[src/rtl/unified_mem_arb_pkg.sv]
// Shared types for the unified-cache port arbiter: FSM states, requester ids
// and the load type used for every instruction fetch.
package unified_mem_arb_pkg;

   typedef enum logic [1:0] {
      IDLE,
      BUSY_I,
      BUSY_D
   } state_t;

   typedef enum logic {
      REQ_IF,
      REQ_D
   } req_id_t;

   localparam logic [2:0] LOAD_WORD = 3'b010;

endpackage

[src/rtl/unified_mem_arb_pick.sv]
// Winner selection between fetch and data requesters, with a starvation
// streak that forces a fetch grant after STARVE_LIMIT data wins over a waiting fetch.
module unified_mem_arb_pick
   import unified_mem_arb_pkg::*;
#(
   parameter int STARVE_LIMIT = 4
) (
   input  logic    clk,
   input  logic    rst,
   input  logic    if_req,
   input  logic    d_req,
   input  logic    grant_en,
   output req_id_t winner
);

   localparam int CW = $clog2(STARVE_LIMIT + 1);
   localparam logic [CW-1:0] LIMIT = CW'(STARVE_LIMIT);

   logic [CW-1:0] r_streak;
   logic          w_starved;

   assign w_starved = (r_streak == LIMIT);

   always_comb begin
      winner = REQ_D;
      if (if_req && (!d_req || w_starved)) begin
         winner = REQ_IF;
      end
   end

   // The streak only counts data wins that actually made fetch wait.
   always_ff @(posedge clk) begin
      if (rst) begin
         r_streak <= '0;
      end else if (grant_en) begin
         if (winner == REQ_IF) begin
            r_streak <= '0;
         end else if (if_req && !w_starved) begin
            r_streak <= r_streak + 1'b1;
         end
      end
   end

endmodule

[src/rtl/unified_mem_arbiter.sv]
// Shares the single unified-cache port between instruction fetch and load/store,
// keeping one transaction in flight and registering every response.
module unified_mem_arbiter
   import unified_mem_arb_pkg::*;
#(
   parameter int ADDR_WIDTH   = 16,
   parameter int DATA_WIDTH   = 32,
   parameter int STARVE_LIMIT = 4
) (
   input  logic                    clk,
   input  logic                    rst,
   input  logic                    if_req,
   input  logic [ADDR_WIDTH-1:0]   if_addr,
   output logic                    if_gnt,
   output logic                    if_rvalid,
   output logic [DATA_WIDTH-1:0]   if_rdata,
   input  logic                    d_req,
   input  logic                    d_we,
   input  logic [ADDR_WIDTH-1:0]   d_addr,
   input  logic [DATA_WIDTH-1:0]   d_wdata,
   input  logic [DATA_WIDTH/8-1:0] d_strobe,
   input  logic [2:0]              d_load_type,
   output logic                    d_gnt,
   output logic                    d_done,
   output logic [DATA_WIDTH-1:0]   d_rdata,
   output logic                    mem_req,
   output logic                    mem_we,
   output logic [ADDR_WIDTH-1:0]   mem_addr,
   output logic [DATA_WIDTH-1:0]   mem_wdata,
   output logic [DATA_WIDTH/8-1:0] mem_strobe,
   output logic [2:0]              mem_load_type,
   input  logic                    mem_ack,
   input  logic [DATA_WIDTH-1:0]   mem_rdata
);

   state_t                  r_state;
   logic                    r_mem_req;
   logic                    r_mem_we;
   logic [ADDR_WIDTH-1:0]   r_mem_addr;
   logic [DATA_WIDTH-1:0]   r_mem_wdata;
   logic [DATA_WIDTH/8-1:0] r_mem_strobe;
   logic [2:0]              r_mem_load_type;
   logic                    r_if_rvalid;
   logic [DATA_WIDTH-1:0]   r_if_rdata;
   logic                    r_d_done;
   logic [DATA_WIDTH-1:0]   r_d_rdata;

   req_id_t w_winner;
   logic    w_grant_en;
   logic    w_if_win;
   logic    w_d_win;

   assign w_grant_en = (r_state == IDLE) && (if_req || d_req);
   assign w_if_win   = w_grant_en && (w_winner == REQ_IF);
   assign w_d_win    = w_grant_en && (w_winner == REQ_D);

   unified_mem_arb_pick #(
      .STARVE_LIMIT (STARVE_LIMIT)
   ) u_pick (
      .clk      (clk),
      .rst      (rst),
      .if_req   (if_req),
      .d_req    (d_req),
      .grant_en (w_grant_en),
      .winner   (w_winner)
   );

   // Grants are combinational so a requester learns of acceptance in the same cycle.
   assign if_gnt        = w_if_win;
   assign d_gnt         = w_d_win;
   assign mem_req       = r_mem_req;
   assign mem_we        = r_mem_we;
   assign mem_addr      = r_mem_addr;
   assign mem_wdata     = r_mem_wdata;
   assign mem_strobe    = r_mem_strobe;
   assign mem_load_type = r_mem_load_type;
   assign if_rvalid     = r_if_rvalid;
   assign if_rdata      = r_if_rdata;
   assign d_done        = r_d_done;
   assign d_rdata       = r_d_rdata;

   // A reset mid-transaction simply forgets it; the fields stay put outside BUSY.
   always_ff @(posedge clk) begin
      if (rst) begin
         r_state         <= IDLE;
         r_mem_req       <= 1'b0;
         r_mem_we        <= 1'b0;
         r_mem_addr      <= '0;
         r_mem_wdata     <= '0;
         r_mem_strobe    <= '0;
         r_mem_load_type <= '0;
         r_if_rvalid     <= 1'b0;
         r_if_rdata      <= '0;
         r_d_done        <= 1'b0;
         r_d_rdata       <= '0;
      end else begin
         r_if_rvalid <= 1'b0;
         r_d_done    <= 1'b0;
         case (r_state)
            IDLE: begin
               if (w_if_win) begin
                  r_mem_req       <= 1'b1;
                  r_mem_we        <= 1'b0;
                  r_mem_addr      <= if_addr;
                  r_mem_wdata     <= '0;
                  r_mem_strobe    <= '0;
                  r_mem_load_type <= LOAD_WORD;
                  r_state         <= BUSY_I;
               end else if (w_d_win) begin
                  r_mem_req       <= 1'b1;
                  r_mem_we        <= d_we;
                  r_mem_addr      <= d_addr;
                  r_mem_wdata     <= d_wdata;
                  r_mem_strobe    <= d_strobe;
                  r_mem_load_type <= d_load_type;
                  r_state         <= BUSY_D;
               end
            end
            BUSY_I: begin
               if (mem_ack) begin
                  r_mem_req   <= 1'b0;
                  r_if_rvalid <= 1'b1;
                  r_if_rdata  <= mem_rdata;
                  r_state     <= IDLE;
               end
            end
            BUSY_D: begin
               if (mem_ack) begin
                  r_mem_req <= 1'b0;
                  r_d_done  <= 1'b1;
                  if (!r_mem_we) begin
                     r_d_rdata <= mem_rdata;
                  end
                  r_state <= IDLE;
               end
            end
            default: begin
               r_mem_req <= 1'b0;
               r_state   <= IDLE;
            end
         endcase
      end
   end

endmodule

[config.mk]
export PLATFORM = sky130hd
export DESIGN_NAME = unified_mem_arbiter
export DESIGN_NICKNAME = d
export VERILOG_FILES = /design/src/rtl/unified_mem_arb_pkg.sv /design/src/rtl/unified_mem_arb_pick.sv /design/src/rtl/unified_mem_arbiter.sv
export SDC_FILE = /design/constraint.sdc
export NUM_CORES = 1
export LEC_CHECK = 0
export CAP_MARGIN = 20
export CORE_ASPECT_RATIO = 1.2
export CORE_MARGIN = 2
export CORE_UTILIZATION = 35
export DETAILED_ROUTE_END_ITERATION = 8
export PLACE_DENSITY = 0.71
export SETUP_SLACK_MARGIN = 0.1
export SLEW_MARGIN = 30
export SYNTH_ARGS = -nofsm -noshare
export SYNTH_HDL_FRONTEND = slang
export SYNTH_SLANG_ARGS = --single-unit
[constraint.sdc]
create_clock -name clk -period 4.2 [get_ports clk]
set_input_delay 1.26 -clock clk [delete_from_list [all_inputs] [get_ports clk]]
set_output_delay 1.26 -clock clk [all_outputs]
set_load 0.005 [all_outputs]
==> results.cfg, run 1 <==
[power_and_ir_drop]
p_leak_nw = 2.726
powerDensity_nw_per_um2 = 439.1
peakVddDrop_mv = 0.2884

[yosys]
synth_xor_area_share_pct = 0.1875
synthSimpleGateAreaFrac_pct = 18.13
synth.mux.area_fraction_pct = 0
synth-seq-area-share_pct = 54.85
synth.avg_cell_area_um2 = 8.572
synth_fp_nets = 659
synth_area_um2 = 4672
ys_ff_latch = 128
synth_top_family_by_area = compound AO/OA/AOI/OAI gates
synth_cell_types = 26
syn_inst = 545
ys_warn_count = 0
synth_compound_area_share_pct = 20.35
synthAdderAreaFrac_pct = 1.339

[floorplan]
die_x_um = 109.5
io_pins = 234
start_util_pct = 35.60
fp.dieH_um = 130.6
core_um2 = 13120
num_rows = 46
die-area_um2 = 14290

[place]
pre_cts_ws_ns = 0.3358
io_buffer_count = 233
place_congestion = 0.7840
placed_cells = 908
hpwl_um = 10560

[sta]
relSlewSlack_pct = 58.30
grt_setup_unrepaired = false
timing.final.crit_share_pct = 92.24
fin_ws_ns = 0.3259
worst_hold_slack_ns = 0.4528
worst_clock_skew_ns = 0.004816
period_needed_ns = 3.874
setup_viol = 0
setup_tns_ns = 0
max_freq_ghz = 0.2581
slew_violations = 0
hold_viol_final = 0
worst_slew_pin_slew_ns = 0.6256

[setup_path]
r2r_setup_slack_ns = 2.31
path_class = primary input to output port
setup.worst_path.end_class = output port
path_max_fanout = 5
cp_data_arrival_time_ns = 2.61
max_stage_delay_ns = 0.47
crit_path_end = d_gnt
reg2reg_to = mem_addr[9]
rr_startpoint = r_state[0]
start_kind = primary input
cp_cell_sequence = clkdlybuf4s50_1, buf_4, nand3_2, and2_1, clkdlybuf4s50_1
ff2ff_path_depth = 6
cpMaxStageDelayCell = clkdlybuf4s50_1
worst_ep_required_time_ns = 2.94
cp_common_cell = clkdlybuf4s50_1
crit_start = if_req

[cts]
cts_root_buf = clkbuf_16
post_cts_buffers = 0
clockBufferDepth = 2
clk_latency_ns = 0.40
path_clk_slew_ns = 0.06
cts_max_level = 4
cts_resized = 0
postCtsHoldBufs = 0
cts_tree = yes
cts_sinks = 128
cts_made_buffers = 17

[global_route]
grt_util_met2_pct = 36.20
antenna_found_initial = 0
grt_pass1_wl_um = 23600
top_usage_layer = met2
grt_util_met3_pct = 7.937
overflow = 0
groute.usage.overall_pct = 21.17
grt_max_degree = 79
first_global_vias = 4736
met1_usage_pct = 23.44

[route]
antenna_left = 0
wl_per_cell_um = 16.52
drt_iter0_drc = 264
drc = 0
viasPerCell = 5.140
drt-total-wl_um = 15530
routed-via-count = 4832
first_pass_iters = 4

[layout]
syn_to_final_growth_pct = 66.66
multiInputGateArea_um2 = 1887
seq_area_um2 = 2562
layout_common_cells = clkdlybuf4s50_1 (232), nand2_1 (132), dfxtp_1 (128), a21oi_1 (85), a32oi_1 (55)
drive_above_1_share_pct = 5.959
antenna-diode-count = 0
final_common_cell = clkdlybuf4s50_1
fin_cells = 940
fin_nets = 873
num-fill-cells = 1159

[worst_hold_path]
hp-class = flip-flop to flip-flop

[run]
drv_cap = 0

[status]
status = complete, no violations
-- critical path: cells and delay by family --
family,cells,cell delay [ns]
AND/OR/NAND/NOR,2,0.27
buffers and inverters,3,1.09
-- cell usage after synthesis --
| library cell | instances | area, µm² |
|---|---|---|
| inv_1 | 7 | 26.28 |
| buf_2 | 21 | 105.1 |
| buf_1 | 4 | 15.01 |
| nor3_1 | 1 | 5.000 |
| o21ai_1 | 1 | 5.000 |
| nand4b_1 | 1 | 8.760 |
| nand3b_1 | 1 | 7.510 |
| nor2_1 | 41 | 153.9 |
| dfxtp_1 | 128 | 2562 |
| nand2_1 | 132 | 495.5 |
| xnor2_1 | 1 | 8.760 |
| a21bo_1 | 1 | 10.01 |
| nor3b_1 | 2 | 15.01 |
| ha_1 | 5 | 62.56 |
| and3b_1 | 1 | 8.760 |
| a221oi_1 | 1 | 8.760 |
| nand2b_1 | 2 | 12.51 |
| nand3_1 | 18 | 90.09 |
| o21ai_0 | 4 | 20.02 |
| or3_1 | 1 | 6.260 |
| a32oi_1 | 55 | 481.7 |
| and2_1 | 5 | 31.28 |
| nand4_1 | 1 | 6.260 |
| a21oi_1 | 85 | 425.4 |
| nor2b_1 | 1 | 6.260 |
| clkbuf_1 | 25 | 93.84 |
-- stage by stage --
step | utilization (%) | total power, W | area, µm²
after floorplan | - | 0.001516 | 4672
after global placement | 54.24 | 0.001785 | 7118
after detailed placement | 54.24 | 0.001799 | 7118
after CTS | 59.33 | 0.003455 | 7786
after global routing | 59.33 | 0.003558 | 7786
final | 59.33 | 0.003419 | 7786
-- layer usage --
layer,wire (µm),up-vias
li1,-,2318
met1,6113,2273
met2,7523,214
met3,1464,27
met4,427,0
met5,0,-
-- worst min path at each step --
stage	cells past startpoint	startpoint	to	slack [ns]
3_5_place_dp	2	d_rdata[22]	d_rdata[22]	0.45
5_1_grt	2	d_rdata[9]	d_rdata[9]	0.47
4_1_cts	2	if_rdata[2]	if_rdata[2]	0.45
2_1_floorplan	2	u_pick.r_streak[1]	u_pick.r_streak[1]	0.45
6_report	2	d_rdata[14]	d_rdata[14]	0.45
3_3_place_gp	2	d_rdata[31]	d_rdata[31]	0.44
-- where the power goes --
group | internal [W] | switching [W] | total [W]
Clock | 0.00112 | 0.000527 | 0.00164
Combinational | 0.000260 | 0.000203 | 0.000463
Sequential | 0.00128 | 0.0000342 | 0.00131
Total | 0.00265 | 0.000764 | 0.00342
-- cells by family after synthesis --
logic type | count (synthesis)
simple gates | 207
xor+xnor | 1
fa+ha+maj | 5
buf+inv | 57
compound gates | 147
flops | 128
-- registers in the layout, summed over array words and instances (netlist names), 2 cells and up --
register         count
d_rdata             32
if_rdata            32
mem_addr            16
mem_load_type        3
mem_strobe           4
mem_wdata           32
r_state              2
u_pick.r_streak      3
-- cell type report --
cell class	instances	area share, %
clock buffers	19	5.560
clock inverters	13	3.021
inverters	7	0.3375
multi-input cells	360	24.23
flip-flops and latches	128	32.91
well taps	168	2.700
repair buffers	245	31.24
No activity file was read; power rests on OpenSTA's default activity.
==> run 2, diff against run 1 <==
Settings changed: CAP_MARGIN 20 to default.
==> results of run 2 <==
Final layout, timing and power as in run 1 (identical DEF).
